<file path="src/rtl/instr_fetch_unit.sv">
// -----------------------------------------------------------------------------
// instr_fetch_unit
//
// Purpose: instruction fetch front end. It issues one request at a time to
// instruction memory, stores returned words with their addresses in a small
// FIFO, and presents the oldest entry to a valid/ready consumer. A redirect
// flushes the FIFO and restarts fetch at a new word-aligned PC. If a request
// is still in flight when the redirect arrives, its response is discarded.
//
// Optional feature macro: FETCH_DECODE_EN adds decoded instruction field
// outputs (MIPS-style fields) taken from the head entry.
//
// Parameters:
//   ADDR_W        PC / instruction address width
//   DEPTH         instruction buffer entries (power of 2, >= 2)
//   RESET_VECTOR  fetch PC after reset
//
// Ports:
//   clk, rst         clock, synchronous active-high reset
//   imem_req/addr    fetch request and address (held until imem_ack)
//   imem_ack/rdata   memory response valid and instruction word
//   redirect/target  taken jump/branch pulse and new PC
//   out_valid/ready  consumer handshake
//   out_instr/pc     head instruction word and its address
//   out_opcode..out_jaddr  decoded head fields (FETCH_DECODE_EN only)
// -----------------------------------------------------------------------------
module instr_fetch_unit #(
  parameter int                ADDR_W       = 32,
  parameter int                DEPTH        = 4,
  parameter logic [ADDR_W-1:0] RESET_VECTOR = {ADDR_W{1'b0}}
) (
  input  logic              clk,
  input  logic              rst,
  output logic              imem_req,
  output logic [ADDR_W-1:0] imem_addr,
  input  logic              imem_ack,
  input  logic [31:0]       imem_rdata,
  input  logic              redirect,
  input  logic [ADDR_W-1:0] redirect_target,
  output logic              out_valid,
  input  logic              out_ready,
  output logic [31:0]       out_instr,
  output logic [ADDR_W-1:0] out_pc
`ifdef FETCH_DECODE_EN
  ,
  output logic [5:0]        out_opcode,
  output logic [4:0]        out_rs,
  output logic [4:0]        out_rt,
  output logic [4:0]        out_rd,
  output logic [4:0]        out_shamt,
  output logic [5:0]        out_funct,
  output logic [15:0]       out_imm,
  output logic [25:0]       out_jaddr
`endif
);

  localparam int PTR_W = $clog2(DEPTH);
  localparam int CNT_W = PTR_W + 1;

  localparam logic [CNT_W-1:0]  CNT_ZERO   = {CNT_W{1'b0}};
  localparam logic [CNT_W-1:0]  CNT_ONE    = CNT_W'(1'b1);
  localparam logic [CNT_W-1:0]  CNT_DEPTH  = CNT_W'(DEPTH);
  localparam logic [PTR_W-1:0]  PTR_ZERO   = {PTR_W{1'b0}};
  localparam logic [PTR_W-1:0]  PTR_ONE    = PTR_W'(1'b1);
  localparam logic [ADDR_W-1:0] PC_STEP    = ADDR_W'(3'd4);
  localparam logic [ADDR_W-1:0] ALIGN_MASK = {{(ADDR_W-2){1'b1}}, 2'b00};

  // IDLE: no request; REQ: request outstanding; DROP: outstanding request is stale
  typedef enum logic [1:0] {
    S_IDLE = 2'd0,
    S_REQ  = 2'd1,
    S_DROP = 2'd2
  } state_t;

  state_t            state_r;
  state_t            state_s;
  logic [ADDR_W-1:0] pc_r;        // next address to fetch
  logic [ADDR_W-1:0] pc_s;
  logic [ADDR_W-1:0] addr_r;      // address currently presented to memory
  logic [ADDR_W-1:0] addr_s;
  logic              req_r;

  logic [31:0]       instr_mem_r [DEPTH];
  logic [ADDR_W-1:0] pc_mem_r    [DEPTH];
  logic [PTR_W-1:0]  wr_ptr_r;
  logic [PTR_W-1:0]  rd_ptr_r;
  logic [CNT_W-1:0]  count_r;

  logic              valid_s;
  logic              pop_s;
  logic              push_s;
  logic              flush_s;
  logic [CNT_W-1:0]  count_after_pop_s;
  logic [ADDR_W-1:0] target_s;
  logic [ADDR_W-1:0] pc_inc_s;

  assign valid_s           = (count_r != CNT_ZERO);
  assign pop_s             = valid_s & out_ready;
  // A pop in this cycle already frees a slot for the credit decision
  assign count_after_pop_s = count_r - {{(CNT_W-1){1'b0}}, pop_s};
  assign target_s          = redirect_target & ALIGN_MASK;
  assign pc_inc_s          = pc_r + PC_STEP;

  assign imem_req  = req_r;
  assign imem_addr = addr_r;
  assign out_valid = valid_s;
  assign out_instr = instr_mem_r[rd_ptr_r];
  assign out_pc    = pc_mem_r[rd_ptr_r];

`ifdef FETCH_DECODE_EN
  assign out_opcode = out_instr[31:26];
  assign out_rs     = out_instr[25:21];
  assign out_rt     = out_instr[20:16];
  assign out_rd     = out_instr[15:11];
  assign out_shamt  = out_instr[10:6];
  assign out_funct  = out_instr[5:0];
  assign out_imm    = out_instr[15:0];
  assign out_jaddr  = out_instr[25:0];
`endif

  // Next-state, fetch PC, request address and buffer control decisions
  always_comb begin
    state_s = state_r;
    pc_s    = pc_r;
    addr_s  = addr_r;
    push_s  = 1'b0;
    flush_s = 1'b0;
    case (state_r)
      S_IDLE: begin
        if (redirect) begin
          flush_s = 1'b1;
          pc_s    = target_s;
          addr_s  = target_s;
          state_s = S_REQ;
        end else if (count_after_pop_s < CNT_DEPTH) begin
          addr_s  = pc_r;
          state_s = S_REQ;
        end else begin
          state_s = S_IDLE;
        end
      end
      S_REQ: begin
        if (imem_ack && redirect) begin
          // Response belongs to the old path: drop it, restart immediately
          flush_s = 1'b1;
          pc_s    = target_s;
          addr_s  = target_s;
          state_s = S_REQ;
        end else if (imem_ack) begin
          push_s = 1'b1;
          pc_s   = pc_inc_s;
          if ((count_after_pop_s + CNT_ONE) < CNT_DEPTH) begin
            addr_s  = pc_inc_s;
            state_s = S_REQ;
          end else begin
            state_s = S_IDLE;
          end
        end else if (redirect) begin
          // Request must stay on the bus until its ack; that ack is stale
          flush_s = 1'b1;
          pc_s    = target_s;
          state_s = S_DROP;
        end else begin
          state_s = S_REQ;
        end
      end
      S_DROP: begin
        if (redirect) begin
          flush_s = 1'b1;
          pc_s    = target_s;
        end else begin
          flush_s = 1'b0;
        end
        if (imem_ack) begin
          addr_s  = redirect ? target_s : pc_r;
          state_s = S_REQ;
        end else begin
          state_s = S_DROP;
        end
      end
      default: begin
        state_s = S_IDLE;
      end
    endcase
  end

  // FSM state, fetch PC and memory request registers
  always_ff @(posedge clk) begin
    if (rst) begin
      state_r <= S_IDLE;
      pc_r    <= RESET_VECTOR;
      addr_r  <= RESET_VECTOR;
      req_r   <= 1'b0;
    end else begin
      state_r <= state_s;
      pc_r    <= pc_s;
      addr_r  <= addr_s;
      req_r   <= (state_s != S_IDLE);
    end
  end

  // Instruction buffer storage, pointers and occupancy
  always_ff @(posedge clk) begin
    if (rst) begin
      wr_ptr_r <= PTR_ZERO;
      rd_ptr_r <= PTR_ZERO;
      count_r  <= CNT_ZERO;
      for (int i = 0; i < DEPTH; i++) begin
        instr_mem_r[i] <= 32'd0;
        pc_mem_r[i]    <= {ADDR_W{1'b0}};
      end
    end else if (flush_s) begin
      wr_ptr_r <= PTR_ZERO;
      rd_ptr_r <= PTR_ZERO;
      count_r  <= CNT_ZERO;
    end else begin
      if (push_s) begin
        instr_mem_r[wr_ptr_r] <= imem_rdata;
        pc_mem_r[wr_ptr_r]    <= addr_r;
        wr_ptr_r              <= wr_ptr_r + PTR_ONE;
      end
      if (pop_s) begin
        rd_ptr_r <= rd_ptr_r + PTR_ONE;
      end
      count_r <= count_after_pop_s + (push_s ? CNT_ONE : CNT_ZERO);
    end
  end

endmodule

</file>
<file path="config.mk">
export PLATFORM = sky130hd
export DESIGN_NAME = instr_fetch_unit
export DESIGN_NICKNAME = d
export VERILOG_FILES = /design/src/rtl/instr_fetch_unit.sv
export SDC_FILE = /design/constraint.sdc
export NUM_CORES = 1
export LEC_CHECK = 0
export ABC_AREA = 0
export ABC_CLOCK_PERIOD_IN_PS = 13990
export CAP_MARGIN = 10
export CORE_MARGIN = 2
export CORE_UTILIZATION = 30
export CTS_CLUSTER_DIAMETER = 120
export DETAILED_ROUTE_END_ITERATION = 8
export PLACE_DENSITY = 0.56
export SYNTH_ARGS = -nofsm -noshare
export SYNTH_HDL_FRONTEND = slang
export SYNTH_SLANG_ARGS = --single-unit
export TNS_END_PERCENT = 20
</file>
<file path="constraint.sdc">
create_clock -name clk -period 13.99 [get_ports clk]
set_clock_uncertainty 0.15 [all_clocks]
set_input_delay 1.399 -clock clk [delete_from_list [all_inputs] [get_ports clk]]
set_output_delay 1.399 -clock clk [all_outputs]
set_load 0.03 [all_outputs]
</file>
-- Word level (Yosys, flattened, before mapping)
Memories as Yosys holds them, arrays and structs flattened. A register that Yosys moved wholly into a read port is not among the register bits.
Cells that the tools add are included.
- add/subtract/negate cells: 6
- order comparisons: 2
- eq/ne operators: 6
- mux-type cells: 43
- bitwise operators: 1
- reduce and logical (&&, ||, !) cells: 11
- operator list (operator ; number):
    $mux W32 ; 11
    $pmux W32 S3 ; 1
    $pmux W32 S2 ; 1
    $reduce_or A32 Y1 ; 2
    $add A32 B3 Y32 const B ; 1
    $mux W2 ; 10
    $mux W1 ; 18
    $ne A3 B3 Y1 const B ; 3
    $lt A3 B3 Y1 const B ; 2
    $pmux W2 S3 ; 1
    $reduce_bool A3 Y1 ; 2
    $reduce_and A5 Y1 ; 1
    $add A2 B1 Y2 const B ; 2
    $reduce_bool A2 Y1 ; 2
    $reduce_or A2 Y1 ; 2
    $add A3 B1 Y3 ; 1
    $add A3 B1 Y3 const B ; 1
    $sub A3 B1 Y3 ; 1
    $eq A2 B1 Y1 const B ; 1
    $eq A2 B2 Y1 const B ; 1
    $logic_not A2 Y1 ; 1
    $ne A2 B2 Y1 const B ; 1
    $pmux W1 S2 ; 1
    $and A1 B1 Y1 ; 1
    $logic_and A1 B1 Y1 ; 1
- register bits after elaboration: 74
- bits in writable memories: 256
- input bits: 69
- word-level logic and storage cells: 78
- memories kept: 2
- memories (memory ; words ; bits a word ; read ports ; clocked after memory_dff ; write ports ; RTL line ; source):
    instr_mem_r ; 4 ; 32 ; 1 ; 1 ; 4 ; 83 ; logic [31:0] instr_mem_r [DEPTH];
    pc_mem_r ; 4 ; 32 ; 1 ; 1 ; 4 ; 84 ; logic [ADDR_W-1:0] pc_mem_r [DEPTH];

-- Logic depth before layout (Yosys ltp)
- depth in word-level cells: 10
- mapped depth: 11

-- Least setup slack after synthesis
OpenSTA, ideal clock, no wires.
- kind: input port to flip-flop
- start point: in redirect
- end point: mem instr_mem_r[1][0], enable pin
- library setup time: 0.574 ns
- arrival time: 6.641 ns
- setup slack: 6.625 ns
- stages: 4
- path buffers: 1
- cell sequence: and4bb_2 clkbuf_1 nand2_1 o21ai_0
- RTL lines (what ; RTL line ; source):
    start: declaration ; 38 ; input logic redirect,
    end: declaration ; 83 ;

==> summary.txt <==
Synth
  – Register area share after synthesis: 56.88%
  – Post-synthesis instance area: between 0.015 and 0.02 mm²
  – Synth unique cells: slightly above 80
  – Post-synth top area share: between 40% and 50%
  – Number of flops mapped to enable cells by yosys: 256
  – Synth area leader: edfxtp_1
  – Synth warnings: 0
  – Ys async rst share: 0%
  – Synth top area cells: edfxtp_1, dfxtp_1, mux4_2
  – Prevailing post-synth register cell: edfxtp_1
  – Post-synthesis cell count: 1314
  – Commonest cells post-synth: edfxtp_1, and2_1, and3_1
  – Syn Area/Cell: roughly 12 µm²
  – Flip-flop and latch count after synthesis: roughly 330
  – Count leader, synth: edfxtp_1
  – Synthesized net count: 1388

Detailed routing
  – Antenna Violating Nets Remaining: 0
  – WL final: between 40000 and 50000 µm
  – 1st-iter DRT viols: 1120
  – Avg WL per Cell: between 20 and 25 µm
  – First-pass DRT Iterations: 5
  – Residual DRC: 0
  – Vias: 11430
  – DR vias/cell: 5.329

CTS
  – TritonCTS clock tree: built
  – Clock latency on the worst-skew pair: around 0.56 ns
  – CTS Buf Count: 38
  – Clk pin slew, worst setup/hold paths: roughly 0.06 ns
  – Setup bufs post-CTS: 0
  – H-tree levels: 2
  – CTS sink count: 332
  – Post-cts sizing count: 0
  – Hold-fix buffers, CTS: 0
  – Worst-case clock buffer depth: 3
  – Clock Tree Root: clkbuf_16

Die
  – Die Footprint: roughly 0.056 mm²
  – Initial Util: a little under a third
  – Die width: 236.3 µm
  – Die Y-Extent: 236.3 µm
  – Floorplan Core Area: approximately 0.054 mm²
  – # rows: 85
  – IO Pins: between 150 and 200

GRT
  – Vias in the first global route: about 11000
  – Total Routing Usage GR: 17.14%
  – Largest net degree at the start of global routing: between 60 and 70
  – Initial antenna violation count: 3
  – Gr ovfl total: 0
  – First-pass GRT wire length: around 73000 µm

STA
  – Worst slew pin tran: 1.229 ns
  – Crit share post-route: a little over a third
  – Max-slew violations: 0
  – Final TNS setup: 0 ns
  – Final Hold Fails: 0
  – Slew HR: ~16%
  – RSZ-0062 raised after global routing: no
  – Final setup viols: 0
  – Min cycle time layout: about 5.1 ns
  – Fmax: around 200 MHz

Setup path
  – CP peak stage delay: between 0.6 and 0.7 ns
  – CP cell instances: clkdlybuf4s50_1 > buf_4 > and4bb_2 > nand2_1 > nor3_4 > buf_4 > or2_4 > buf_4
  – CP dominant cell by count: buf_4
  – Worst path slowest cell: buf_4
  – Critical Path End: pc_mem_r[0][14]
  – CP Data Required Time: roughly 14 ns
  – Worst setup path startpoint: imem_ack
  – Depth of the most critical reg-to-reg path: 7
  – Worst reg2reg endpoint: pc_mem_r[0][14]
  – Startpoint Class: input pin
  – RR Startpoint: state_r[1]
  – Worst Path Class, Setup: in -> reg
  – Critical Path AT: just over 5 ns
  – Peak fanout along the critical path: 64
  – CP Capture Type: flop
  – Reg2Reg Setup Slack: between 9 and 10 ns

Finish
  – Fillers: about 5200
  – Nets: around 1500
  – Layout cells sized above 1: a little under an eighth
  – Synth-to-Final Area Change: 20.80%

Pwr
  – Sw Ratio: roughly a quarter
  – Internal Power: about 0.0018 W
  – Total power: 0.002401 W
  – Sequential fraction of design power: between 40% and 50%
  – Worst VDD drop: 0.06533 mV
  – Leak pwr: 6.946 nW
  – Combinational power share: between 10% and 20%
  – PwrDens: about 120 mW/mm²
  – Clock network fraction of total power: about two fifths
  – Total net switching power: ~0.00063 W

Min path
  – Worst hold-check path type: reg -> reg

Placement
  – PortBufs: 164
  – Post-DP HPWL: around 29000 µm
  – RD Place Congestion: between 0.8 and 0.9

Status
  – Outcome: complete, no violations

Flow run
  – Max-cap violations: 0
## critical path, delay by kind of cell
kind	cells	cell delay, ns
buffers and inverters	4	2.12
AND/OR/NAND/NOR	4	1.53
## area by class of cell
class | count | area, µm² | area share, %
diodes | 1 | 2.502 | 0.01280
clock buffers | 50 | 996.0 | 5.092
clock inverters | 20 | 173.9 | 0.8893
inverters | 14 | 53.80 | 0.2751
multi-input cells | 848 | 6457 | 33.02
flip-flops and latches | 332 | 9216 | 47.12
well taps | 696 | 870.8 | 4.453
repair buffers | 184 | 1787 | 9.136
## worst min path at each step
stage,from,to,cells past startpoint
floorplan,pc_r[0],imem_addr[0],2
detailed placement,pc_r[0],imem_addr[0],2
CTS,pc_r[0],imem_addr[0],2
finish,pc_r[1],imem_addr[1],2
global placement,pc_r[1],imem_addr[1],2
global route,pc_r[1],imem_addr[1],2
## power groups by stage
stage | registers (W) | clock network (W) | logic, W
6_report | 0.00116 | 0.000950 | 0.000296
5_1_grt | 0.00116 | 0.00101 | 0.000317
4_1_cts | 0.00116 | 0.000977 | 0.000298
3_5_place_dp | 0.00118 | 0 | 0.000297
3_3_place_gp | 0.00117 | 0 | 0.000297
2_1_floorplan | 0.00117 | 0 | 0.000163
## kinds of logic after synthesis
group / after synthesis / synth area share, %
DFF: 332 / 56.88
and+or+nand+nor: 525 / 18.94
AOI/OAI and AO/OA: 225 / 9.614
buffers and inverters: 134 / 3.539
xor gates and xnor gates: 24 / 1.414
adders and majority gates: 5 / 0.3864
muxes: 69 / 9.227
## registers in the layout (all words and copies together) (netlist names), named ones only
register	flops
instr_mem_r	128
imem_req	1
wr_ptr_r	2
imem_addr	32
count_r	3
pc_mem_r	128
rd_ptr_r	2
pc_r	32
state_r	2
## through the flow
stage | util [%] | setup WS [ns] | instances | cell area, µm² | hold slack (ns)
3_3_place_gp | 34.30 | 8.255 | 2074 | 18390 | 0.3088
4_1_cts | 36.48 | 8.861 | 2144 | 19560 | 0.3273
2_1_floorplan | - | 6.625 | 1314 | 16190 | 0.2935
3_5_place_dp | 34.30 | 8.290 | 2074 | 18390 | 0.3166
5_1_grt | 36.49 | 8.663 | 2145 | 19560 | 0.3503
6_report | 36.49 | 8.885 | 2145 | 19560 | 0.3281
## metal layers
layer / global-route usage, % / part of all wire (%) / vias up / wire length (µm)
met5: 0 / 0.043 / - / 21
met4: 4.066 / 1.6 / 4 / 763
met3: 4.365 / 7.8 / 58 / 3765
met2: 28.02 / 47 / 426 / 22880
met1: 22.79 / 43 / 5738 / 20860
li1: - / - / 5205 / -
## cell usage in the layout, fill, tap and decap left out, types with 43 or more instances in the layout
| cell | instances |
|---|---|
| edfxtp_1 | 256 |
| and2_1 | 199 |
| clkdlybuf4s50_1 | 163 |
| and3_1 | 79 |
| dfxtp_1 | 74 |
| mux4_2 | 64 |
| nand2_1 | 54 |
| nor2_1 | 52 |
| a21oi_1 | 51 |
| o21ai_0 | 43 |
Note: power is estimated with default switching activity, not from simulation.
